**config.mk**
```make
export PLATFORM = sky130hd
export DESIGN_NAME = data_memory_ctrl
export DESIGN_NICKNAME = d
export VERILOG_FILES = /design/src/rtl/dmem_pkg.sv /design/src/rtl/dmem_array.sv /design/src/rtl/data_memory_ctrl.sv
export SDC_FILE = /design/constraint.sdc
export NUM_CORES = 1
export LEC_CHECK = 0
export BUFFER_PORTS_ARGS = -buffer_cell sky130_fd_sc_hd__buf_4
export CORE_MARGIN = 2
export CORE_UTILIZATION = 45
export CTS_CLUSTER_SIZE = 25
export DETAILED_ROUTE_END_ITERATION = 12
export MAX_ROUTING_LAYER = met4
export PLACE_DENSITY = 0.66
export SLEW_MARGIN = 15
export SYNTH_ARGS = -nofsm -noshare
export SYNTH_HDL_FRONTEND = slang
export SYNTH_SLANG_ARGS = --single-unit
```
**constraint.sdc**
```tcl
create_clock -name clk -period 8.51 [get_ports clk]
set_clock_uncertainty 0.05 [all_clocks]
set_input_delay 0.4255 -clock clk [delete_from_list [all_inputs] [get_ports clk]]
set_output_delay 0.4255 -clock clk [all_outputs]
set_load 0.02 [all_outputs]
```
**src/rtl/dmem_pkg.sv**
```systemverilog
// Shared defaults and FSM state encoding for the data memory controller.
// Optional word parity is enabled by defining DMEM_PARITY_EN.
package dmem_pkg;

    localparam int unsigned DATA_W_DEF = 16;
    localparam int unsigned ADDR_W_DEF = 6;
    localparam int unsigned DEPTH      = 64;

    typedef enum logic [1:0] {
        CLEAR = 2'd0,
        IDLE  = 2'd1,
        RESP  = 2'd2
    } dmem_state_e;

endpackage

```
**src/rtl/dmem_array.sv**
```systemverilog
// Single write port / single read port RAM, synchronous write and read.
// No reset on storage; contents are defined by the controller's clear sweep.
module dmem_array #(
    parameter int unsigned WORD_W = 16,
    parameter int unsigned ADDR_W = 6
) (
    input  logic              clk,
    input  logic              we,
    input  logic [ADDR_W-1:0] waddr,
    input  logic [WORD_W-1:0] wdata,
    input  logic              re,
    input  logic [ADDR_W-1:0] raddr,
    output logic [WORD_W-1:0] rdata
);

    logic [WORD_W-1:0] mem [2**ADDR_W];

    always_ff @(posedge clk) begin
        if (we) begin
            mem[waddr] <= wdata;
        end
        if (re) begin
            rdata <= mem[raddr];
        end
    end

endmodule

```
**src/rtl/data_memory_ctrl.sv**
```systemverilog
// Data memory controller: clear sweep after reset, then write/read service with 1-cycle reads.
// Defining DMEM_PARITY_EN adds a stored even-parity bit and the parity_err output.
module data_memory_ctrl
    import dmem_pkg::*;
#(
    parameter int unsigned DATA_W = DATA_W_DEF,
    parameter int unsigned ADDR_W = ADDR_W_DEF
) (
    input  logic              clk,
    input  logic              rst,
    input  logic              mem_rd,
    input  logic              mem_wr,
    input  logic [ADDR_W-1:0] data_mem_address,
    input  logic [DATA_W-1:0] reg_Data_2,
    output logic [DATA_W-1:0] mem_Data_in,
    output logic              rd_valid,
    output logic              busy
`ifdef DMEM_PARITY_EN
    ,
    output logic              parity_err
`endif
);

`ifdef DMEM_PARITY_EN
    localparam int unsigned WORD_W = DATA_W + 1;
`else
    localparam int unsigned WORD_W = DATA_W;
`endif

    dmem_state_e       state_q, state_d;
    logic [ADDR_W-1:0] clr_cnt_q, clr_cnt_d;
    logic              rd_valid_q, rd_valid_d;
    logic [DATA_W-1:0] data_hold_q;

    logic              arr_we;
    logic [ADDR_W-1:0] arr_waddr;
    logic [WORD_W-1:0] arr_wdata;
    logic              arr_re;
    logic [WORD_W-1:0] arr_rdata;

    always_ff @(posedge clk or posedge rst) begin
        if (rst) begin
            state_q     <= CLEAR;
            clr_cnt_q   <= '0;
            rd_valid_q  <= 1'b0;
            data_hold_q <= '0;
        end else begin
            state_q    <= state_d;
            clr_cnt_q  <= clr_cnt_d;
            rd_valid_q <= rd_valid_d;
            if (rd_valid_q) begin
                data_hold_q <= arr_rdata[DATA_W-1:0];
            end
        end
    end

    // Write wins over a simultaneous read; the read is simply dropped.
    always_comb begin
        state_d    = state_q;
        clr_cnt_d  = clr_cnt_q;
        rd_valid_d = 1'b0;
        busy       = 1'b0;
        arr_we     = 1'b0;
        arr_re     = 1'b0;
        arr_waddr  = data_mem_address;
`ifdef DMEM_PARITY_EN
        arr_wdata  = {^reg_Data_2, reg_Data_2};
`else
        arr_wdata  = reg_Data_2;
`endif
        unique case (state_q)
            CLEAR: begin
                busy      = 1'b1;
                arr_we    = 1'b1;
                arr_waddr = clr_cnt_q;
                arr_wdata = '0;
                clr_cnt_d = clr_cnt_q + 1'b1;
                if (clr_cnt_q == '1) begin
                    state_d = IDLE;
                end
            end
            IDLE, RESP: begin
                state_d = IDLE;
                if (mem_wr) begin
                    arr_we = 1'b1;
                end else if (mem_rd) begin
                    arr_re     = 1'b1;
                    rd_valid_d = 1'b1;
                    state_d    = RESP;
                end
            end
            default: begin
                state_d = CLEAR;
            end
        endcase
    end

    dmem_array #(
        .WORD_W (WORD_W),
        .ADDR_W (ADDR_W)
    ) u_array (
        .clk   (clk),
        .we    (arr_we),
        .waddr (arr_waddr),
        .wdata (arr_wdata),
        .re    (arr_re),
        .raddr (data_mem_address),
        .rdata (arr_rdata)
    );

    // The RAM read register has no reset, so the held copy supplies the idle/reset value.
    assign mem_Data_in = rd_valid_q ? arr_rdata[DATA_W-1:0] : data_hold_q;
    assign rd_valid    = rd_valid_q;

`ifdef DMEM_PARITY_EN
    assign parity_err = rd_valid_q & (^arr_rdata);
`endif

endmodule

```
* After elaboration in Yosys (flattened, before gate mapping)
Memory sizes are Yosys's and may differ from the RTL's. A register that Yosys moved wholly into a read port is not among the register bits. Cells that the tools add are included.
Word-level totals: bits in registers 25, memory bits (writable) 1024, bits of input ports 26, output and inout bits 18, word-level logic and storage cells 27, memories kept 1
Cells by class: add/subtract/negate cells 1, eq/ne operators 4, mux-type cells 15, reduce and logical (&&, ||, !) cells 2
Memory list:
- u_array.mem | depth 64, width 16, rd ports 1, clocked after memory_dff 1, wr ports 1, line dmem_array.sv:16 | logic [WORD_W-1:0] mem [2**ADDR_W];
Operators by type and width (count):
- 16-bit two-way mux | 2
- 1-bit two-way mux | 7
- 6-bit by 1-bit adder with 6-bit output, second input constant | 1
- 6-bit == test, second input constant | 1
- 2-bit two-way mux | 3
- 6-bit two-way mux | 1
- 2-bit one-hot mux with 2 select lines | 1
- 2-bit by 1-bit == test with 1-bit output, second input constant | 1
- 2-bit == test, second input constant | 1
- 2-bit logical NOT | 1
- 2-bit != test, second input constant | 1
- 1-bit one-hot mux with 2 select lines | 1
- 2-bit OR reduction | 1

* Depth between registers and ports, before layout
word-level depth 5, depth in mapped cells 11, mapped depth without buffers 7

* Hierarchy
Synthesis repeated with hierarchy kept, for this count alone.
Second synthesis, totals: cell total of the unflattened synthesis 1925, area total of the unflattened synthesis 41412.2 µm²
By module, submodules not included:
- dmem_array | times used 1, cells an instance 1829, area an instance 40202.3 µm², sequential area each 31230.0 µm²
- data_memory_ctrl | times used 1, cells an instance 96, area an instance 1209.9 µm², sequential area each 625.6 µm²

* Worst setup path before layout
Ideal clock, no wire load.
path type register to register, start point reg state_q[0], end point mem u_array.mem[0][10], data pin, library setup time 514 ps, data arrival time 2965 ps, required time 7946 ps, path slack 4980 ps, cell stages (with the launch flop) 7, buffers on the path 3, period minus slack after synthesis 3530 ps, cells stage by stage dfrtp_1 > inv_1 > ha_1 > clkbuf_1 > clkbuf_1 > clkbuf_1 > nor2b_1
On the way: word-level cells in the longest chain between the ends 2
Ends and longest elaborated chain:
- from (decl) | line data_memory_ctrl.sv:30 | dmem_state_e state_q, state_d;
- from (signal assigned) | line data_memory_ctrl.sv:48 | state_q <= state_d;
- 2-bit logical NOT | line data_memory_ctrl.sv:71 | unique case (state_q)
- 16-bit two-way mux | line data_memory_ctrl.sv:71
- net arr_wdata[10] | line data_memory_ctrl.sv:37 | logic [WORD_W-1:0] arr_wdata;
- to (decl) | line dmem_array.sv:16
The timed path passes the listed nets, and every way through them passes these cells.

* Worst setup path in the final report
start point reg state_q[0], end point mem u_array.mem[7][8], enable pin
On the way: word-level cells in the longest chain between the ends 5, elaborated cells between the ends (all ways) 8, those cells by class 2 x eq/ne; 4 x mux; 2 x reduce/logical
Ends and longest elaborated chain:
- 2-bit by 1-bit == test with 1-bit output / 2-bit == test (equally long branches) | line data_memory_ctrl.sv:71
- 2-bit OR reduction | line data_memory_ctrl.sv:71
- 1-bit one-hot mux with 2 select lines | line data_memory_ctrl.sv:71
- 1-bit two-way mux | line dmem_array.sv:19 | if (we) begin
- 1-bit two-way mux (implied by the code) | line dmem_array.sv:20 | mem[waddr] <= wdata;
Parallel ways exist; a longest one is shown, timed or not.

==> results_dict.tcl <==
set metrics [dict create \
    status "finished, final reports clean" \
    rows 110 \
    synth_flop_cell "edfxtp_1" \
    p_per_area_mw_per_mm2 224 \
    place_area_mm2 0.0432 \
    synth_edf_count 1040 \
    hp-start "mem_rd" \
    fmax_ghz 0.265 \
    drive_gt1_frac 0.292 \
    antenna_found_initial 1 \
    grt_start_max_net_pins 109 \
    critPathMaxStageDelay_ns 0.92 \
    slew_headroom 0.259 \
    irDropWorstVdd_mv 0.162 \
    path_cells "inv_1, ha_4, a21oi_1, nor3_1, nand2_1, nor2_1, buf_4" \
    drc 0 \
    core_area_mm2 0.0903 \
    final_net_count 2026 \
    fillers 6926 \
    clock_latency_ns 0.66 \
    max-clock-path-buffers 3 \
    syn_area_mm2 0.0411 \
    crit_buf_inv 2 \
    drt_first_pass_iters 6 \
    io_pins 44 \
    cp.required_ns 8.83 \
    setup_ws_ns 4.73 \
    critPathSlowestCell "nor2_1" \
    leakage_nw 12.9 \
    syn_avg_cell_area_um2 22.1 \
    numPortBuffers 43 \
    worst_pin_slew_ns 1.11 \
    synth_cells 1858 \
    clock_sinks 1065 \
    die_w_um 306 \
    ys_seq_elements 1065 \
    drt_iter0_drc 2572 \
    crit_fanout 48 \
    min_to "state_q[0]$_DFFE_PP0P_" \
    ff_latch_area_mm2 0.0319 \
    pre_cts_ws_ns 4.28 \
    overflow 0 \
    cts_setup_buffers 0 \
    synth_cell_types 46 \
    async_flop_share 0.0235 \
    cts-root-buf "clkbuf_16" \
    grt_first_pass_wirelength_mm 142 \
    clkTransAtPathRegs_ns 0.06 \
    fin_tns_setup_ns 0 \
    multi_input_area_mm2 0.00881 \
    routedWlPerCell_um 29.9 \
    endpoint_kind "flop" \
    routed-via-count 19700 \
    cap_viol_max_count 0 \
    cts_buffers 105 \
    hold_class "input pin to flop" \
    hold_viol 0 \
    worst_ep_arrival_time_ns 4.10 \
    design_area_mm2 0.0465 \
    slew_violations 0 \
    syn2layout_area_growth_pct 13.2 \
    reg2reg_to "u_array.mem[7][8]$_DFFE_PP_" \
    start_kind "flop" \
    critPathKind "flop to flop" \
    fp.dieH_um 306 \
    gp_congestion 0.857 \
    start_util 0.455 \
    reg2reg_setup_slack_ns 4.73 \
    fin_crit_ns 3.78 \
    worstRegToRegCells 7 \
    cts-resized-gates 0 \
    dp_hpwl_mm 56.1 \
    crit_family "simple AND/OR/NAND/NOR gates" \
    hold_buffers 0 \
    cts_tree "done" \
    dieArea_mm2 0.0937 \
    grt_usage 0.217 \
    drt_wl_total_mm 97.5 \
    holdPathStages 6 \
    h-tree-depth 3 \
    rr_startpoint "state_q[0]$_DFFE_PP0P_" \
    drtAntennaViolNets 0 \
    ys_warn_count 0 \
    ys_seq_area_frac 0.776 \
    fin_crit_sh 0.444 \
    setup_violations 0 \
    rsz0062_at_grt "false" \
    synth_nets 1887 \
    first_global_vias 19800 \
    via_per_inst 6.04 \
]
[through the flow]
step / hold slack, ns / power [mW] / utilization / instances
after floorplan: 0.403 / 5.98 / - / 1858
after global placement: 0.434 / 6.06 / 0.478 / 3065
after detailed placement: 0.437 / 6.06 / 0.478 / 3065
after CTS: 0.00888 / 10.5 / 0.515 / 3257
after global routing: 0.271 / 10.7 / 0.515 / 3258
final: 0.278 / 10.4 / 0.515 / 3259
[area by class of cell]
type / instances / area share
timing repair buffer: 134 / 0.0223
multi-input combinational: 685 / 0.189
antenna: 1 / 0.0000538
inverter: 6 / 0.000485
tap: 1176 / 0.0317
sequential: 1065 / 0.685
clock buffer: 133 / 0.0593
clock inverter: 59 / 0.0113
[logic make-up (layout without fill, tap and decap cells)]
| family | after synthesis | in the layout | synth area share |
|---|---|---|---|
| other | 0 | 1 | 0 |
| flip-flops | 1065 | 1065 | 0.776 |
| multiplexers | 363 | 363 | 0.166 |
| buffers and inverters | 108 | 332 | 0.0130 |
| AO/OA/AOI/OAI | 142 | 142 | 0.0229 |
| XOR/XNOR | 5 | 5 | 0.00107 |
| adder cells (fa/ha/maj) | 3 | 3 | 0.000914 |
| AND/OR/NAND/NOR | 172 | 172 | 0.0199 |
[power breakdown]
part           leakage [nW]  total, mW  switching, mW  internal (mW)
clock                  1.59       4.44           1.88           2.55
combinational          3.08      0.279          0.165          0.114
sequential             8.21       5.67       0.000933           5.67
total                  12.9       10.4           2.05           8.34
[per-layer routing]
metal,global-route usage,part of all wire,up-vias
met5,-,0,-
met4,0.0471,0.021,0
met3,0.0382,0.079,149
met2,0.338,0.48,960
met1,0.303,0.42,10500
li1,-,-,8089
[tightest hold or removal path: stages]
cell	delay, ns
buf_4	0.14
nand2b_1	0.11
a21oi_1	0.08
nor2_1	0.08
nand2_1	0.05
o21ai_0	0.06
[registers in the layout, indices dropped and copies added (netlist names)]
name / flops
clr_cnt_q: 6
u_array.mem: 1024
data_hold_q: 16
rd_valid: 1
u_array.rdata: 16
state_q: 2
[cells in the mapped netlist (6+ instances only)]
| library cell | n | share of area |
|---|---|---|
| or3_1 | 8 | 0.0012 |
| o221ai_1 | 16 | 0.0034 |
| o21ai_0 | 17 | 0.0021 |
| dfrtp_1 | 25 | 0.015 |
| mux2i_1 | 53 | 0.013 |
| a22o_1 | 6 | 0.0013 |
| mux2_2 | 60 | 0.016 |
| buf_1 | 6 | 0.00055 |
| nor4_1 | 10 | 0.0015 |
| nor2_1 | 74 | 0.0068 |
| nand2_1 | 33 | 0.0030 |
| nor2b_1 | 18 | 0.0027 |
| o22ai_1 | 41 | 0.0062 |
| buf_4 | 13 | 0.0024 |
| edfxtp_1 | 1040 | 0.76 |
| or2_0 | 10 | 0.0015 |
| buf_6 | 6 | 0.0016 |
| clkbuf_1 | 48 | 0.0044 |
| buf_2 | 29 | 0.0035 |
| a21oi_1 | 29 | 0.0035 |
| a31o_1 | 6 | 0.0013 |
| inv_1 | 6 | 0.00055 |
| mux4_2 | 250 | 0.14 |
[how the worst max path moves through the flow]
stage	startpoint	to	slack, ns	cells after the start
CTS	state_q[1]$_DFFE_PP0P_	u_array.mem[7][5]$_DFFE_PP_	4.79	7
detailed placement	data_mem_address[0]	u_array.rdata[6]$_DFFE_PP_	4.28	8
global placement	data_mem_address[0]	u_array.rdata[5]$_DFFE_PP_	4.31	8
finish	state_q[0]$_DFFE_PP0P_	u_array.mem[7][8]$_DFFE_PP_	4.73	7
floorplan	state_q[0]$_DFFE_PP0P_	u_array.mem[0][10]$_DFFE_PP_	4.98	6
global route	state_q[1]$_DFFE_PP0P_	u_array.mem[7][5]$_DFFE_PP_	4.58	7
[placed cells by master (no fill, tap or decap), types with 3 or more instances in the layout]
cell,netlist,routed
buf_4,13,129
nand3b_1,3,3
a221oi_1,5,5
clkinv_2,0,17
edfxtp_1,1040,1040
o221ai_1,16,16
nor4_1,10,10
a22o_1,6,6
o22ai_1,41,41
a31o_2,4,4
o211ai_1,5,5
dfrtp_1,25,25
o21ai_0,17,17
nor2b_4,0,16
xnor2_1,3,3
mux2_2,60,60
or2_0,10,10
bufinv_16,0,9
nand3_1,3,3
nand2b_1,5,5
clkinvlp_4,0,4
nor2_1,74,74
clkinv_1,0,25
clkbuf_16,0,106
nand2_1,33,33
or3_1,8,8
clkbuf_1,48,27
a31o_1,6,6
mux4_2,250,250
a21oi_1,29,29
mux2i_1,53,53
inv_6,0,3
o21ai_1,5,5
inv_1,6,5
Note: power is estimated with default switching activity, not from simulation.
